===== src/rtl/alu_seq.sv =====
// rtl/alu_seq.sv - nibble-serial W-bit sequencer around a single 4-bit ALU

module alu (
  input  logic [3:0] a,
  input  logic [3:0] b,
  input  logic [1:0] aluop,
  input  logic       l,
  input  logic       c_in,
  output logic [3:0] r,
  output logic       c_out,
  output logic       zero,
  output logic       sign
);
  logic [4:0] sum;
  logic [3:0] lres;

  // Arithmetic: 00 a+cin, 01 a+~b+cin, 10 a+b+cin, 11 a-1+cin; logic: and/or/xor/not-a
  always_comb begin
    sum = 5'd0;
    unique case (aluop)
      2'b00: sum = {1'b0, a} + {4'b0000, c_in};
      2'b01: sum = {1'b0, a} + {1'b0, ~b} + {4'b0000, c_in};
      2'b10: sum = {1'b0, a} + {1'b0, b} + {4'b0000, c_in};
      2'b11: sum = {1'b0, a} + 5'h0F + {4'b0000, c_in};
      default: sum = 5'd0;
    endcase
  end

  always_comb begin
    lres = 4'd0;
    unique case (aluop)
      2'b00: lres = a & b;
      2'b01: lres = a | b;
      2'b10: lres = a ^ b;
      2'b11: lres = ~a;
      default: lres = 4'd0;
    endcase
  end

  assign r     = l ? lres : sum[3:0];
  assign c_out = l ? 1'b0 : sum[4];
  assign zero  = (r == 4'd0);
  assign sign  = r[3];
endmodule

module alu_seq #(
  parameter int NIBBLES = 4
) (
  input  logic                 clk,
  input  logic                 rst_n,
  input  logic                 start,
  input  logic [4*NIBBLES-1:0] op_a,
  input  logic [4*NIBBLES-1:0] op_b,
  input  logic [1:0]           aluop,
  input  logic                 l,
  input  logic                 cin,
  output logic                 busy,
  output logic                 done,
  output logic [4*NIBBLES-1:0] result,
  output logic                 c_out,
  output logic                 zero,
  output logic                 sign
);
  localparam int W     = 4 * NIBBLES;
  localparam int IDX_W = $clog2(NIBBLES);
  localparam logic [IDX_W-1:0] LAST_IDX = IDX_W'(NIBBLES - 1);

  typedef enum logic [1:0] {IDLE = 2'd0, RUN = 2'd1, DONE = 2'd2} state_t;

  state_t           state_q, state_d;
  logic [IDX_W-1:0] idx_q, idx_d;
  logic [W-1:0]     a_q, a_d, b_q, b_d, work_q, work_d, result_q, result_d;
  logic [1:0]       aluop_q, aluop_d;
  logic             l_q, l_d, cin_q, cin_d, carry_q, carry_d, acc_zero_q, acc_zero_d;
  logic             c_out_q, c_out_d, zero_q, zero_d, sign_q, sign_d;

  logic [3:0] alu_a, alu_b, alu_r;
  logic       alu_cin, alu_c, alu_z, alu_sign_unused;

  assign alu_a   = a_q[{idx_q, 2'b00} +: 4];
  assign alu_b   = b_q[{idx_q, 2'b00} +: 4];
  // Logic mode has no carry chain: every nibble sees the latched cin.
  assign alu_cin = ((idx_q == '0) || l_q) ? cin_q : carry_q;

  alu u_alu (
    .a     (alu_a),
    .b     (alu_b),
    .aluop (aluop_q),
    .l     (l_q),
    .c_in  (alu_cin),
    .r     (alu_r),
    .c_out (alu_c),
    .zero  (alu_z),
    .sign  (alu_sign_unused)
  );

  always_ff @(posedge clk or negedge rst_n) begin
    if (!rst_n) state_q <= IDLE;
    else        state_q <= state_d;
  end

  always_comb begin
    state_d = state_q;
    unique case (state_q)
      IDLE:    if (start) state_d = RUN;
      RUN:     if (idx_q == LAST_IDX) state_d = DONE;
      DONE:    state_d = IDLE;
      default: state_d = IDLE;
    endcase
  end

  always_comb begin
    busy = (state_q != IDLE);
    done = (state_q == DONE);
  end

  always_comb begin
    idx_d      = idx_q;
    a_d        = a_q;
    b_d        = b_q;
    aluop_d    = aluop_q;
    l_d        = l_q;
    cin_d      = cin_q;
    carry_d    = carry_q;
    acc_zero_d = acc_zero_q;
    work_d     = work_q;
    result_d   = result_q;
    c_out_d    = c_out_q;
    zero_d     = zero_q;
    sign_d     = sign_q;
    if (state_q == IDLE && start) begin
      a_d        = op_a;
      b_d        = op_b;
      aluop_d    = aluop;
      l_d        = l;
      cin_d      = cin;
      idx_d      = '0;
      acc_zero_d = 1'b1;
      carry_d    = 1'b0;
      work_d     = '0;
    end else if (state_q == RUN) begin
      work_d[{idx_q, 2'b00} +: 4] = alu_r;
      carry_d    = alu_c;
      acc_zero_d = acc_zero_q & alu_z;
      if (idx_q == LAST_IDX) begin
        idx_d    = '0;
        result_d = work_d;
        c_out_d  = l_q ? 1'b0 : alu_c;
        zero_d   = acc_zero_q & alu_z;
        sign_d   = l_q ? 1'b0 : work_d[W-1];
      end else begin
        idx_d = idx_q + 1'b1;
      end
    end
  end

  always_ff @(posedge clk or negedge rst_n) begin
    if (!rst_n) begin
      idx_q      <= '0;
      a_q        <= '0;
      b_q        <= '0;
      aluop_q    <= '0;
      l_q        <= 1'b0;
      cin_q      <= 1'b0;
      carry_q    <= 1'b0;
      acc_zero_q <= 1'b0;
      work_q     <= '0;
      result_q   <= '0;
      c_out_q    <= 1'b0;
      zero_q     <= 1'b0;
      sign_q     <= 1'b0;
    end else begin
      idx_q      <= idx_d;
      a_q        <= a_d;
      b_q        <= b_d;
      aluop_q    <= aluop_d;
      l_q        <= l_d;
      cin_q      <= cin_d;
      carry_q    <= carry_d;
      acc_zero_q <= acc_zero_d;
      work_q     <= work_d;
      result_q   <= result_d;
      c_out_q    <= c_out_d;
      zero_q     <= zero_d;
      sign_q     <= sign_d;
    end
  end

  assign result = result_q;
  assign c_out  = c_out_q;
  assign zero   = zero_q;
  assign sign   = sign_q;
endmodule


===== config.mk =====
export PLATFORM = sky130hd
export DESIGN_NAME = alu_seq
export DESIGN_NICKNAME = d
export VERILOG_FILES = /design/src/rtl/alu_seq.sv
export SDC_FILE = /design/constraint.sdc
export NUM_CORES = 1
export LEC_CHECK = 0
export ABC_AREA = 1
export BUFFER_PORTS_ARGS = -buffer_cell sky130_fd_sc_hd__buf_2
export CORE_UTILIZATION = 58
export CTS_BUF_LIST = sky130_fd_sc_hd__clkbuf_16
export DETAILED_ROUTE_END_ITERATION = 10
export PLACE_DENSITY = 0.81
export SYNTH_ARGS = -nofsm -noshare
export SYNTH_HDL_FRONTEND = slang
export SYNTH_SLANG_ARGS = --single-unit

===== constraint.sdc =====
create_clock -name clk -period 4.05 [get_ports clk]
set_clock_uncertainty 0.15 [all_clocks]
set_input_delay 0.405 -clock clk [delete_from_list [all_inputs] [get_ports clk]]
set_output_delay 0.405 -clock clk [all_outputs]
set_load 0.1 [all_outputs]

# Word level (Yosys, flattened, before mapping)
# Cells that the tools add are included.
# op_classes
addsub	9
n_eq_ne	8
n_shift	4
muxes	20
bitwise_logic	7
n_reduce_logical	10
# op_table
op	count
16-bit two-way mux	2
16-bit by 5-bit indexed part select with 4-bit output	2
5-bit one-hot mux with 4 select lines	1
16-bit bitwise mux	1
4-bit one-hot mux with 4 select lines	1
4-bit by 6-bit variable shift with 16-bit output, first input constant	1
4-bit by 6-bit indexed part select with 16-bit output	1
5-bit by 1-bit adder with 5-bit output	3
4-bit by 4-bit adder with 5-bit output	2
2-bit two-way mux	5
2-bit == test, second input constant	4
1-bit two-way mux	8
4-bit inverter	2
2-bit logical NOT	3
4-bit negator with 6-bit output	1
4-bit by 1-bit adder with 5-bit output	1
4-bit by 4-bit adder with 5-bit output, second input constant	1
4-bit bitwise AND	1
2-bit by 1-bit == test with 1-bit output, second input constant	2
4-bit logical NOT	1
4-bit two-way mux	1
2-bit != test, second input constant	2
4-bit bitwise OR	1
2-bit one-hot mux with 2 select lines	1
other kinds (9)	10
# totals
ff_bits	77
input_bits	39
out_inout_bits	21
word_cells	72

# Logic depth before layout (Yosys ltp)
# logic_depth
depth_word	10
ltp_mapped	23
ltp_nobuf	21

# Modules after synthesis
# Synthesis repeated with hierarchy kept, for this count alone.
# unflattened
hier_cells	577
hier_area_um2	4355.4
# by_module_without_submodules
module	n_inst	cells_each	area_each_um2	seq_area_each_um2
alu_seq	1	434	3530.9	1926.8
alu	1	143	824.5	0.0

# Worst setup path before layout
# OpenSTA, ideal clock, no wires.
# synth_path
path_type	register to register
startpoint	reg idx_q[1]
endpoint	reg work_q[2]
setup_ns	0.127
arrival_ns	3.205
required_time_ns	3.773
setup_slack_ns	0.568
path_stages_with_launch	20
n_path_buf	2
synth_period_minus_slack_ns	3.482
cell_sequence	dfrtp_1 -> buf_2 -> inv_2 -> clkbuf_1 -> ha_1 -> nor2_1 -> o21ai_0 -> inv_1 -> fa_1 -> fa_1 -> nor2_1 -> inv_1 -> a21oi_1 -> nand3_1 -> nand3_1 -> o21ai_2 -> nand2_1 -> o21ai_0 -> nand2_1 -> o21ai_0
# synth_between
elab_chain_cells	10
word_cells_on_any_way	26
cone_classes	8 x add/sub; 4 x shift; 7 x mux; 5 x bitwise; 2 x reduce/logical
# synth_lines
item	line_no	source
start: declaration	71	logic [IDX_W-1:0] idx_q, idx_d;
start signal: assignment	173	idx_q <= idx_d;
16-bit by 5-bit indexed part select with 4-bit output / 2-bit logical NOT (equally long branches)	81, 83	
4-bit inverter / 1-bit logical OR (equally long branches)	22, 83	
4-bit by 4-bit adder with 5-bit output / 1-bit two-way mux (equally long branches)	22, 83	
5-bit by 1-bit adder with 5-bit output, or another cell as far along	22	2'b01: sum = {1'b0, a} + {1'b0, ~b} + {4'b0000, c_in};
5-bit one-hot mux with 4 select lines	20	unique case (aluop)
4-bit two-way mux	40	assign r = l ? lres : sum[3:0];
4-bit by 6-bit indexed part select with 16-bit output	142	work_d[{idx_q, 2'b00} +: 4] = alu_r;
16-bit bitwise mux (*)	142	
16-bit two-way mux (*)	141	end else if (state_q == RUN) begin
16-bit two-way mux (*)	131	if (state_q == IDLE && start) begin
end signal: assignment	181	work_q <= work_d;
end: declaration	72	logic [W-1:0] a_q, a_d, b_q, b_d, work_q, work_d, result_q, result_d;
# Mark *: on every way between the ends. The rest lies on a longest branch, timed or not. The select of a mux whose other input is x is not followed.
# A chain may end at the register's enable or synchronous reset.

# Final worst setup path
# Same ends and word-level chain as after synthesis.

==> metrics.yaml <==
cp-startpoint: "idx_q[1]$_DFFE_PN0P_"
period_needed_ns: 3.44
hold_buffers: 0
start_util: 0.602
cts_buffers: 9
drc: 0
fin_crit_sh: 0.850
fmax_ghz: 0.290
via_per_inst: 5.38
rr_worst_depth: 18
rows: 31
nets: 697
die_area_mm2: 0.00792
ctsHtreeMaxLevel: 3
syn_avg_cell_area_um2: 7.65
rsz0062_at_grt: "no"
synthCells: 574
setup.worst_path.end_class: "flip-flop"
vias: 3959
startpoint_type: "flip-flop"
io_pins: 60
async_reset_ff_frac: 1.00
cp_max_fo: 11
core_area_mm2: 0.00729
first_iter_violations: 305
finalHoldViolCount: 0
synth_edf_count: 0
die_w_um: 89.0
cts_tree: "done"
grt_pass1_wl_um: 17900
yosysTopAreaCell: "dfrtp_1"
clk_latency_ns: 0.33
ys_seq_elements: 77
slew_headroom: 0.348
ys_warn_count: 0
areaGrowthSynthToFinish_pct: 15.8
diodes: 0
ys.flop_type: "dfrtp_1"
cts_sinks: 77
synth_area_leaders: "dfrtp_1, nand2_1, ha_1, inv_1, o21ai_0"
portBuffers: 59
cts_resized: 0
routed_wl_um: 10700
syn-cell-area_mm2: 0.00439
fp.dieH_um: 89.0
cts_root_buffer: "clkbuf_16"
criticalPathCategory: "flip-flop to flip-flop"
drv_slew: 0
setup-violations-final: 0
netlist.area_leader.share: 0.439
hpwl_um: 7540
antenna_found_initial: 0
first_global_vias: 3808
cts_setup_buffers: 0
wl_per_cell_um: 14.6
cp.arrival_ns: 3.50
grt_max_degree: 78
hold_path_class: "input port to async pin"
fin_tns_setup_ns: 0
tightest_slew_ns: 0.977
crit_required_ns: 4.10
drive_gt1_frac: 0.184
ys_types: 36
final_common_cell: "nand2_1"
grt_util_all_layers: 0.299
gp_congestion: 0.863
cts_buffer_depth: 2
ant_nets: 0
clk_pin_slew_ns: 0.06
synth.yosys.seq_area_share: 0.439
final_cell_mix: "nand2_1, dfrtp_1, buf_2, inv_1, o21ai_0"
cap_violations: 0
status: "completed"
overflow: 0
firstDrtPassIters: 5
worstReg2RegStart: "idx_q[1]$_DFFE_PN0P_"
synth_nets: 638
## logic make-up (layout without fill, tap and decap cells)
family,count (synthesis),after routing,synth area share
buf+inv,74,137,0.0701
compound gates,76,76,0.110
flops,77,77,0.439
xor+xnor,1,1,0.00199
simple gates,321,321,0.301
fa+ha+maj,25,25,0.0781
## metal layers
metal,vias up,GRT usage,part of all wire
li1,1925,-,-
met1,1885,0.425,0.46
met2,130,0.472,0.47
met3,19,0.0489,0.050
met4,0,0.0952,0.016
met5,-,0,0
## cell usage after synthesis (2+ instances only)
cell	instances
nand2_1	255
dfrtp_1	77
inv_1	47
o21ai_0	33
ha_1	21
nand3_1	21
nor2_1	20
clkbuf_1	12
a21oi_1	11
nand2_2	10
o21ai_2	8
buf_2	5
o21ai_1	5
a32oi_1	4
fa_1	4
inv_2	4
o22ai_2	4
nand3_2	3
nor3_1	3
o22ai_1	3
a211oi_1	2
buf_6	2
clkinv_1	2
nand2_4	2
nand4_1	2
nor2_2	2
o211ai_1	2
o221ai_1	2
## cell type report
cell class	count	area (µm²)
sequential	77	1930
tap	99	124
fill	619	2200
multi-input combinational	423	2160
timing repair buffer	68	365
inverter	54	208
clock buffer	9	225
clock inverter	6	81.3
## worst max-delay path: stages, from the launching register on
cell and delay (ns):
dfrtp_1 0.59, inv_2 0.07, ha_1 0.21, nor2_1 0.12, nand2_1 0.06, o21ai_0 0.11, inv_1 0.16, fa_1 0.48
fa_1 0.40, nor2_1 0.14, inv_1 0.05, a21oi_1 0.14, nand3_1 0.09, nand3_1 0.09, o21ai_2 0.11, nand2_1 0.08
o21ai_0 0.10, nand2_1 0.08, o21ai_0 0.09
## stage by stage
step           instances  area (µm²)   util  hold slack [ns]  setup WS (ns)
2_1_floorplan        574        4390      -          -0.0406          0.568
3_3_place_gp         721        4780  0.656            0.309          0.773
3_5_place_dp         721        4780  0.656            0.309          0.673
4_1_cts              736        5090  0.698            0.112          0.660
5_1_grt              736        5090  0.698            0.125          0.335
6_report             736        5090  0.698           0.0742          0.607
## final timing paths
| check | slack (ns) | end |
|---|---|---|
| worst max-delay path | 0.61 | work_q[2]$_DFFE_PN0P_ |
| worst min-delay path | 0.07 | result[1]$_DFFE_PN0P_ |
| worst max register to register | 0.61 | work_q[2]$_DFFE_PN0P_ |
| worst min register to register | 0.33 | result[3]$_DFFE_PN0P_ |
| max in group asynchronous | 3.03 | a_q[5]$_DFFE_PN0P_ |
| min in group clk | 0.12 | b_q[2]$_DFFE_PN0P_ |
## sequential cells by signal, indices dropped and copies added, names as in the netlist, 2 cells and up
register / count
aluop_q: 2
b_q: 16
result: 16
work_q: 16
idx_q: 2
state_q: 2
a_q: 16
Power is left out: the tool's default activity adds up to more than one toggle a clock period on the data nets, which glitch-free logic cannot reach.
